## src/rtl/fetch_unit_if.sv

```systemverilog
// IF->ID handshake bundle: {pc, ins} entry, valid/ready, fetch exception.
// The fetch stage drives through master, decode consumes through slave.
interface fetch_unit_if;
  logic [61:0] IF_ID_BUS;
  logic        valid;
  logic        fetch_exc;
  logic        next_ready;

  modport master (
    output IF_ID_BUS,
    output valid,
    output fetch_exc,
    input  next_ready
  );

  modport slave (
    input  IF_ID_BUS,
    input  valid,
    input  fetch_exc,
    output next_ready
  );
endinterface

```

## src/rtl/fetch_unit.sv

```systemverilog
// Instruction fetch: owns the PC, drives the synchronous ROM and feeds
// decode through a one-entry skid so back-pressure never drops a word.
module fetch_unit #(
  parameter logic [29:0] RESET_PC = 30'h0,
  parameter logic [29:0] EXC_PC   = 30'h0000_0060,
  parameter int unsigned ROM_AW   = 8
) (
  input  logic              clk,
  input  logic              reset,
  input  logic              jump,
  input  logic [29:0]       jump_addr,
  input  logic              exc_flush,
  input  logic [31:0]       rom_data,
  output logic              rom_en,
  output logic [ROM_AW-1:0] rom_addr,
  output logic [29:0]       nextPC,
  fetch_unit_if.master      ifid
);

  typedef enum logic [1:0] {
    S_IDLE,
    S_WAIT,
    S_HOLD
  } state_t;

  typedef struct packed {
    logic [29:0] pc;
    logic [31:0] ins;
    logic        exc;
  } entry_t;

  state_t      r_state;
  state_t      w_state_nxt;
  logic [29:0] r_req_pc;
  entry_t      r_out;
  entry_t      r_skid;
  logic        r_valid;

  logic        w_idle;
  logic        w_wait;
  logic        w_hold;
  logic        w_room;
  logic        w_redir;
  logic [29:0] w_target;
  logic        w_exc;
  entry_t      w_cap;
  logic        w_ld_out;
  logic        w_ld_skid;
  logic        w_sel_skid;
  logic        w_clr;

  assign w_idle   = (r_state == S_IDLE);
  assign w_wait   = (r_state == S_WAIT);
  assign w_hold   = (r_state == S_HOLD);
  assign w_room   = ~r_valid | ifid.next_ready;
  assign w_redir  = (exc_flush | jump) & ~w_idle;
  assign w_target = exc_flush ? EXC_PC : jump_addr;

  // The ROM word returned now belongs to the address issued last cycle.
  assign w_exc = |r_req_pc[29:ROM_AW];
  assign w_cap = {r_req_pc, (w_exc ? 32'h0 : rom_data), w_exc};

  assign rom_addr = nextPC[ROM_AW-1:0];

  always_ff @(posedge clk) begin
    if (!reset) r_state <= S_IDLE;
    else        r_state <= w_state_nxt;
  end

  always_comb begin
    w_state_nxt = r_state;
    unique case (r_state)
      S_IDLE: w_state_nxt = S_WAIT;
      S_WAIT:
        if (!w_redir && !w_room)
          w_state_nxt = S_HOLD;
      S_HOLD:
        if (w_redir || ifid.next_ready)
          w_state_nxt = S_WAIT;
      default: w_state_nxt = S_IDLE;
    endcase
  end

  always_comb begin
    rom_en     = 1'b0;
    nextPC     = r_req_pc;
    w_ld_out   = 1'b0;
    w_ld_skid  = 1'b0;
    w_sel_skid = 1'b0;
    w_clr      = 1'b0;
    if (!reset) begin
      nextPC = '0;
    end else begin
      unique case (1'b1)
        w_redir: begin
          rom_en = 1'b1;
          nextPC = w_target;
          w_clr  = 1'b1;
        end
        w_idle: begin
          rom_en = 1'b1;
          nextPC = RESET_PC;
        end
        (w_wait & w_room & ~w_redir): begin
          rom_en   = 1'b1;
          nextPC   = r_req_pc + 30'd1;
          w_ld_out = 1'b1;
        end
        (w_wait & ~w_room & ~w_redir): begin
          w_ld_skid = 1'b1;
        end
        (w_hold & ifid.next_ready & ~w_redir): begin
          rom_en     = 1'b1;
          nextPC     = r_skid.pc + 30'd1;
          w_ld_out   = 1'b1;
          w_sel_skid = 1'b1;
        end
        default: ;
      endcase
    end
  end

  always_ff @(posedge clk) begin
    if (!reset) begin
      r_req_pc <= RESET_PC;
      r_out    <= '0;
      r_skid   <= '0;
      r_valid  <= 1'b0;
    end else begin
      if (rom_en) r_req_pc <= nextPC;
      if (w_clr) begin
        r_valid <= 1'b0;
        r_skid  <= '0;
      end else begin
        if (w_ld_out) begin
          r_valid <= 1'b1;
          r_out   <= w_sel_skid ? r_skid : w_cap;
        end
        if (w_ld_skid) r_skid <= w_cap;
      end
    end
  end

  assign ifid.IF_ID_BUS = {r_out.pc, r_out.ins};
  assign ifid.valid     = r_valid;
  assign ifid.fetch_exc = r_valid & r_out.exc;

endmodule

```

## src/flat_wrapper.sv

```systemverilog
// flat-port wrapper written by rule: the top's interface ports become plain ports
module fetch_unit_flat 
#(
  parameter logic [29:0] RESET_PC = 30'h0,
  parameter logic [29:0] EXC_PC   = 30'h0000_0060,
  parameter int unsigned ROM_AW   = 8
)
  (clk, reset, jump, jump_addr, exc_flush, rom_data, rom_en, rom_addr, nextPC, ifid_IF_ID_BUS, ifid_valid, ifid_fetch_exc, ifid_next_ready);
  fetch_unit_if ifid_i ();
  input  logic clk;
  input  logic reset;
  input  logic jump;
  input  logic [29:0] jump_addr;
  input  logic exc_flush;
  input  logic [31:0] rom_data;
  output logic rom_en;
  output logic [ROM_AW-1:0] rom_addr;
  output logic [29:0] nextPC;
  output wire logic [$bits(ifid_i.IF_ID_BUS)-1:0] ifid_IF_ID_BUS;
  output wire logic [$bits(ifid_i.valid)-1:0] ifid_valid;
  output wire logic [$bits(ifid_i.fetch_exc)-1:0] ifid_fetch_exc;
  input wire logic [$bits(ifid_i.next_ready)-1:0] ifid_next_ready;
  assign ifid_IF_ID_BUS = ifid_i.IF_ID_BUS;
  assign ifid_valid = ifid_i.valid;
  assign ifid_fetch_exc = ifid_i.fetch_exc;
  assign ifid_i.next_ready = ifid_next_ready;
  fetch_unit #(.RESET_PC(RESET_PC), .EXC_PC(EXC_PC), .ROM_AW(ROM_AW)) u_core (.clk(clk), .reset(reset), .jump(jump), .jump_addr(jump_addr), .exc_flush(exc_flush), .rom_data(rom_data), .rom_en(rom_en), .rom_addr(rom_addr), .nextPC(nextPC), .ifid(ifid_i));
endmodule
```

## config.mk

```make
export PLATFORM = sky130hd
export DESIGN_NAME = fetch_unit_flat
export DESIGN_NICKNAME = d
export VERILOG_FILES = /design/src/rtl/fetch_unit_if.sv /design/src/rtl/fetch_unit.sv /design/src/flat_wrapper.sv
export SDC_FILE = /design/constraint.sdc
export NUM_CORES = 1
export LEC_CHECK = 0
export CAP_MARGIN = 10
export CORE_AREA = 5 5 134 136
export CTS_CLUSTER_SIZE = 16
export DETAILED_ROUTE_END_ITERATION = 8
export DIE_AREA = 0 0 139 141
export PLACE_DENSITY = 0.79
export SLEW_MARGIN = 20
export SYNTH_ARGS = -nofsm -noshare
export SYNTH_HDL_FRONTEND = slang
export SYNTH_SLANG_ARGS = --single-unit
```

## constraint.sdc

```tcl
create_clock -name clk -period 5.2 [get_ports clk]
set_input_delay 1.04 -clock clk [delete_from_list [all_inputs] [get_ports clk]]
set_output_delay 1.04 -clock clk [all_outputs]
set_load 0.05 [all_outputs]
```

==> summary.md <==
| Metric | Value |
|---|---|
| Sequential area share after synthesis | `37.8%` |
| Fillers | `around 1400` |
| TNS Setup | `0 ns` |
| Fin Hold WS | `between 0.4 and 0.5 ns` |
| FF-to-FF path depth | `12` |
| Via density per instance | `approximately 6` |
| Initial detailed-routing violation count | `between 900 and 1000` |
| TritonRoute pass-1 iters | `6` |
| Die height | `about 140 um` |
| Crit Path Max Fanout | `4` |
| Number of buffers created by CTS | `17` |
| N_diodes | `0` |
| Fin. max-slew vios | `0` |
| Rows | `48` |
| Crit path DAT | `4.06 ns` |
| CP required | `4.16 ns` |
| Port bufs | `169` |
| Async set or reset register ratio after synthesis | `0%` |
| Total gr overflow | `0` |
| Vias in the first global route | `7611` |
| Core area | `roughly 17000 um^2` |
| Critical path, cell by cell | `clkdlybuf4s50_1 > or2_4 > nor2_4 > nand2_1 > nand2_1 > ha_1 > inv_1 > or3_4 > nor3_2 > nor2_1 > or4_1 > o211ai_1 > buf_12` |
| First-pass GRT wire length | `40.4 mm` |
| Vias | `8193` |
| Cell Area, Synth | `between 8000 and 9000 um^2` |
| IO Pins | `170` |
| Die width | `approximately 140 um` |
| Syn_area_per_cell | `7.89 um^2` |
| Max clock buf depth | `2` |
| Reg2Reg Setup Slack | `~2.3 ns` |
| Most frequent cell on the critical path | `nand2_1` |
| Post-route DRC | `0` |
| PD cells | `between 200 and 300 nW/um^2` |
| Die area | `about 20000 um^2` |
| CTS Root Cell | `clkbuf_16` |
| # nets final | `approximately 1200` |
| Proportion of layout cells with a drive suffix above 1 | `12.5%` |
| Number of synthesized flops with an enable pin | `0` |
| Period utilization | `a little over nine tenths` |
| Multi-input gate area | `~4400 um^2` |
| Clock Pin Slew Worst Setup and Hold Paths | `roughly 0.060 ns` |
| CTS H-tree depth | `4` |
| CTS tree | `built` |
| Initial Util | `50.1%` |
| Critical R2R Launch | `u_core.r_state[1]` |
| Utilization after layout | `between 60 and 70%` |
| Worst-skew pair later-pin latency | `roughly 0.42 ns` |
| Critical R2R Capture | `u_core.r_req_pc[18]` |
| FF+latch count, synth | `between 150 and 200` |
| Worst slew margin | `53.1%` |
| Static Leakage | `approximately 3.7 nW` |
| Outcome | `completed` |
| # clock sinks | `159` |
| Hold Path End | `u_core.r_skid[25]` |
| Hold path cells | `2` |
| Synth Warn # | `0` |
| Slowest CP cell | `or4_1` |
| Total track usage | `between 20 and 30%` |
| FF+latch area | `roughly 3200 um^2` |
| Routed Wire Length | `about 25 mm` |
| Synth area leaders | `dfxtp_1 (38%), nand2_1 (7.0%), buf_4 (6.4%), a21oi_1 (5.1%), nor2_1 (5.1%)` |
| Synth Flop Type | `dfxtp_1` |
| Crit path time final | `between 5 and 6 ns` |
| Max-cap violation count | `0` |
| Setup bufs post-CTS | `0` |
| RSZ-0062 raised after global routing | `false` |
| Distinct cells, synth | `70` |
| Post-CTS Resized | `0` |
| CP Class | `input port to output pin` |
| Gp weighted congestion | `0.965` |
| CP Capture Type | `output pin` |
| Max rail drop VDD | `~0.23 mV` |
| Synthesis-to-finish area growth | `28.4%` |
| Clk_skew | `between 0.006 and 0.007 ns` |
| Hold-fix buffers, CTS | `0` |
| Least-Margin Pin Slew | `approximately 0.70 ns` |
| Peak Freq | `0.196 GHz` |
| Max incr delay on CP | `~0.56 ns` |
| Hold Path Class | `flop to flop` |
| Post-route antenna net violation count | `0` |
| Synth area leader | `dfxtp_1` |
| Routed wire per std cell | `between 15 and 20 um` |
| Final setup vio count | `0` |
| Largest net degree at the start of global routing | `between 60 and 70` |
| Hold Vio Cnt, Final | `0` |
| Mapped Nets | `~1100` |
| Hold wc startpoint | `u_core.r_skid[25]` |
| Initial antenna violation count | `0` |
| Hpwl dp | `between 15 and 20 mm` |
| Cells after synthesis | `1067` |
| CP Launch Type | `input port` |
| Area share of the largest cell type after synthesis | `37.8%` |
==> how the worst max path moves through the flow <==
stage                               start         end  depth (start not counted)
after floorplan           ifid_next_ready  nextPC[14]                         15
after global placement               jump  nextPC[14]                         13
after detailed placement             jump  nextPC[22]                         13
after CTS                            jump  nextPC[14]                         13
after global routing                 jump  nextPC[14]                         13
final                                jump  nextPC[14]                         13
==> routing by layer <==
layer / wire length (um) / vias to the layer above / track usage [%] / part of all wire [%]
met5: 0 / - / 0 / 0
met4: 646 / 0 / 9.42 / 2.5
met3: 2310 / 53 / 5.90 / 9.1
met2: 11500 / 423 / 39.2 / 45
met1: 11000 / 3802 / 34.3 / 43
li1: - / 3915 / - / -
==> cells in the mapped netlist (4+ instances only) <==
| cell type | n |
|---|---|
| and3_1 | 9 |
| a211o_1 | 4 |
| a222oi_1 | 6 |
| nor2_1 | 114 |
| a311oi_1 | 37 |
| nor3_1 | 17 |
| nor4_1 | 12 |
| o31ai_1 | 4 |
| a211oi_1 | 17 |
| a221oi_1 | 4 |
| nand3_1 | 84 |
| o21ai_0 | 7 |
| a21oi_1 | 86 |
| inv_1 | 7 |
| xnor2_1 | 12 |
| buf_2 | 25 |
| nand2_1 | 158 |
| buf_1 | 6 |
| o211ai_1 | 8 |
| dfxtp_1 | 159 |
| a31oi_1 | 8 |
| nand4_1 | 13 |
| buf_4 | 72 |
| clkbuf_1 | 54 |
| xor2_1 | 11 |
| o22ai_1 | 19 |
| a22oi_1 | 16 |
| o221ai_1 | 6 |
| mux2i_1 | 20 |
==> state kept, by name, summed over array words and instances (netlist names) <==
| signal | count |
|---|---|
| u_core.ifid.IF_ID_BUS | 62 |
| u_core.ifid.valid | 1 |
| u_core.r_out | 1 |
| u_core.r_req_pc | 30 |
| u_core.r_skid | 63 |
| u_core.r_state | 2 |
==> power breakdown <==
group	switching [mW]	leakage (nW)	internal, mW
clock	0.504	0.282	0.762
combinational	0.287	2.16	0.176
sequential	0.0254	1.29	1.25
total	0.817	3.73	2.19
==> kinds of logic after synthesis <==
kind of cell    Yosys count  share of synthesized area [%]
compound gates          250                           20.9
xor+xnor                 23                           2.39
flops                   159                           37.8
fa+ha+maj                 1                          0.149
mux                      23                           2.78
buf+inv                 167                           11.3
simple gates            444                           24.6
==> metrics by stage <==
stage          instances  instance area (um^2)  setup slack (ns)  power [mW]
2_1_floorplan       1067                  8430            0.0152        1.60
3_3_place_gp        1346                 10200             0.190        1.76
3_5_place_dp        1346                 10200            0.0676        1.76
4_1_cts             1377                 10800            0.0645        3.01
5_1_grt             1377                 10800           0.00668        3.10
6_report            1377                 10800            0.0999        3.00
==> layout by cell type, fill, tap and decap left out, drive strengths merged, types with 4 or more instances in the layout <==
cell	synthesis	routed
xor2	11	11
o22ai	20	20
and3	9	9
a222oi	6	6
clkdlybuf4s50	0	131
o21ai	8	8
a22oi	16	16
nand3	84	84
a221oi	4	4
o221ai	6	6
a31oi	9	9
nor4	14	14
clkinv	0	5
a21oi	86	86
a211oi	20	20
a211o	4	4
xnor2	12	12
nor2	115	115
buf	106	83
or4	4	4
a311oi	37	37
nand4	14	14
dfxtp	159	159
inv	7	7
o31ai	4	4
nand2	159	159
nor3	18	18
clkbuf	54	20
o211ai	8	8
mux2i	20	20
==> final cells by class <==
type                    count  share of cell area [%]
clock buffers              20                    4.13
flip-flops and latches    159                    29.4
clock inverters            11                    1.31
inverters                   7                   0.266
multi-input cells         741                    40.3
repair buffers            214                    21.9
well taps                 225                    2.60
==> critical path, delay by kind of cell <==
| kind | cells | cell delay [ns] |
|---|---|---|
| adders and majority gates | 1 | 0.23 |
| and+or+nand+nor | 8 | 1.92 |
| AOI/OAI and AO/OA | 1 | 0.18 |
| buffers and inverters | 3 | 0.68 |
No activity file was read; power rests on OpenSTA's default activity.
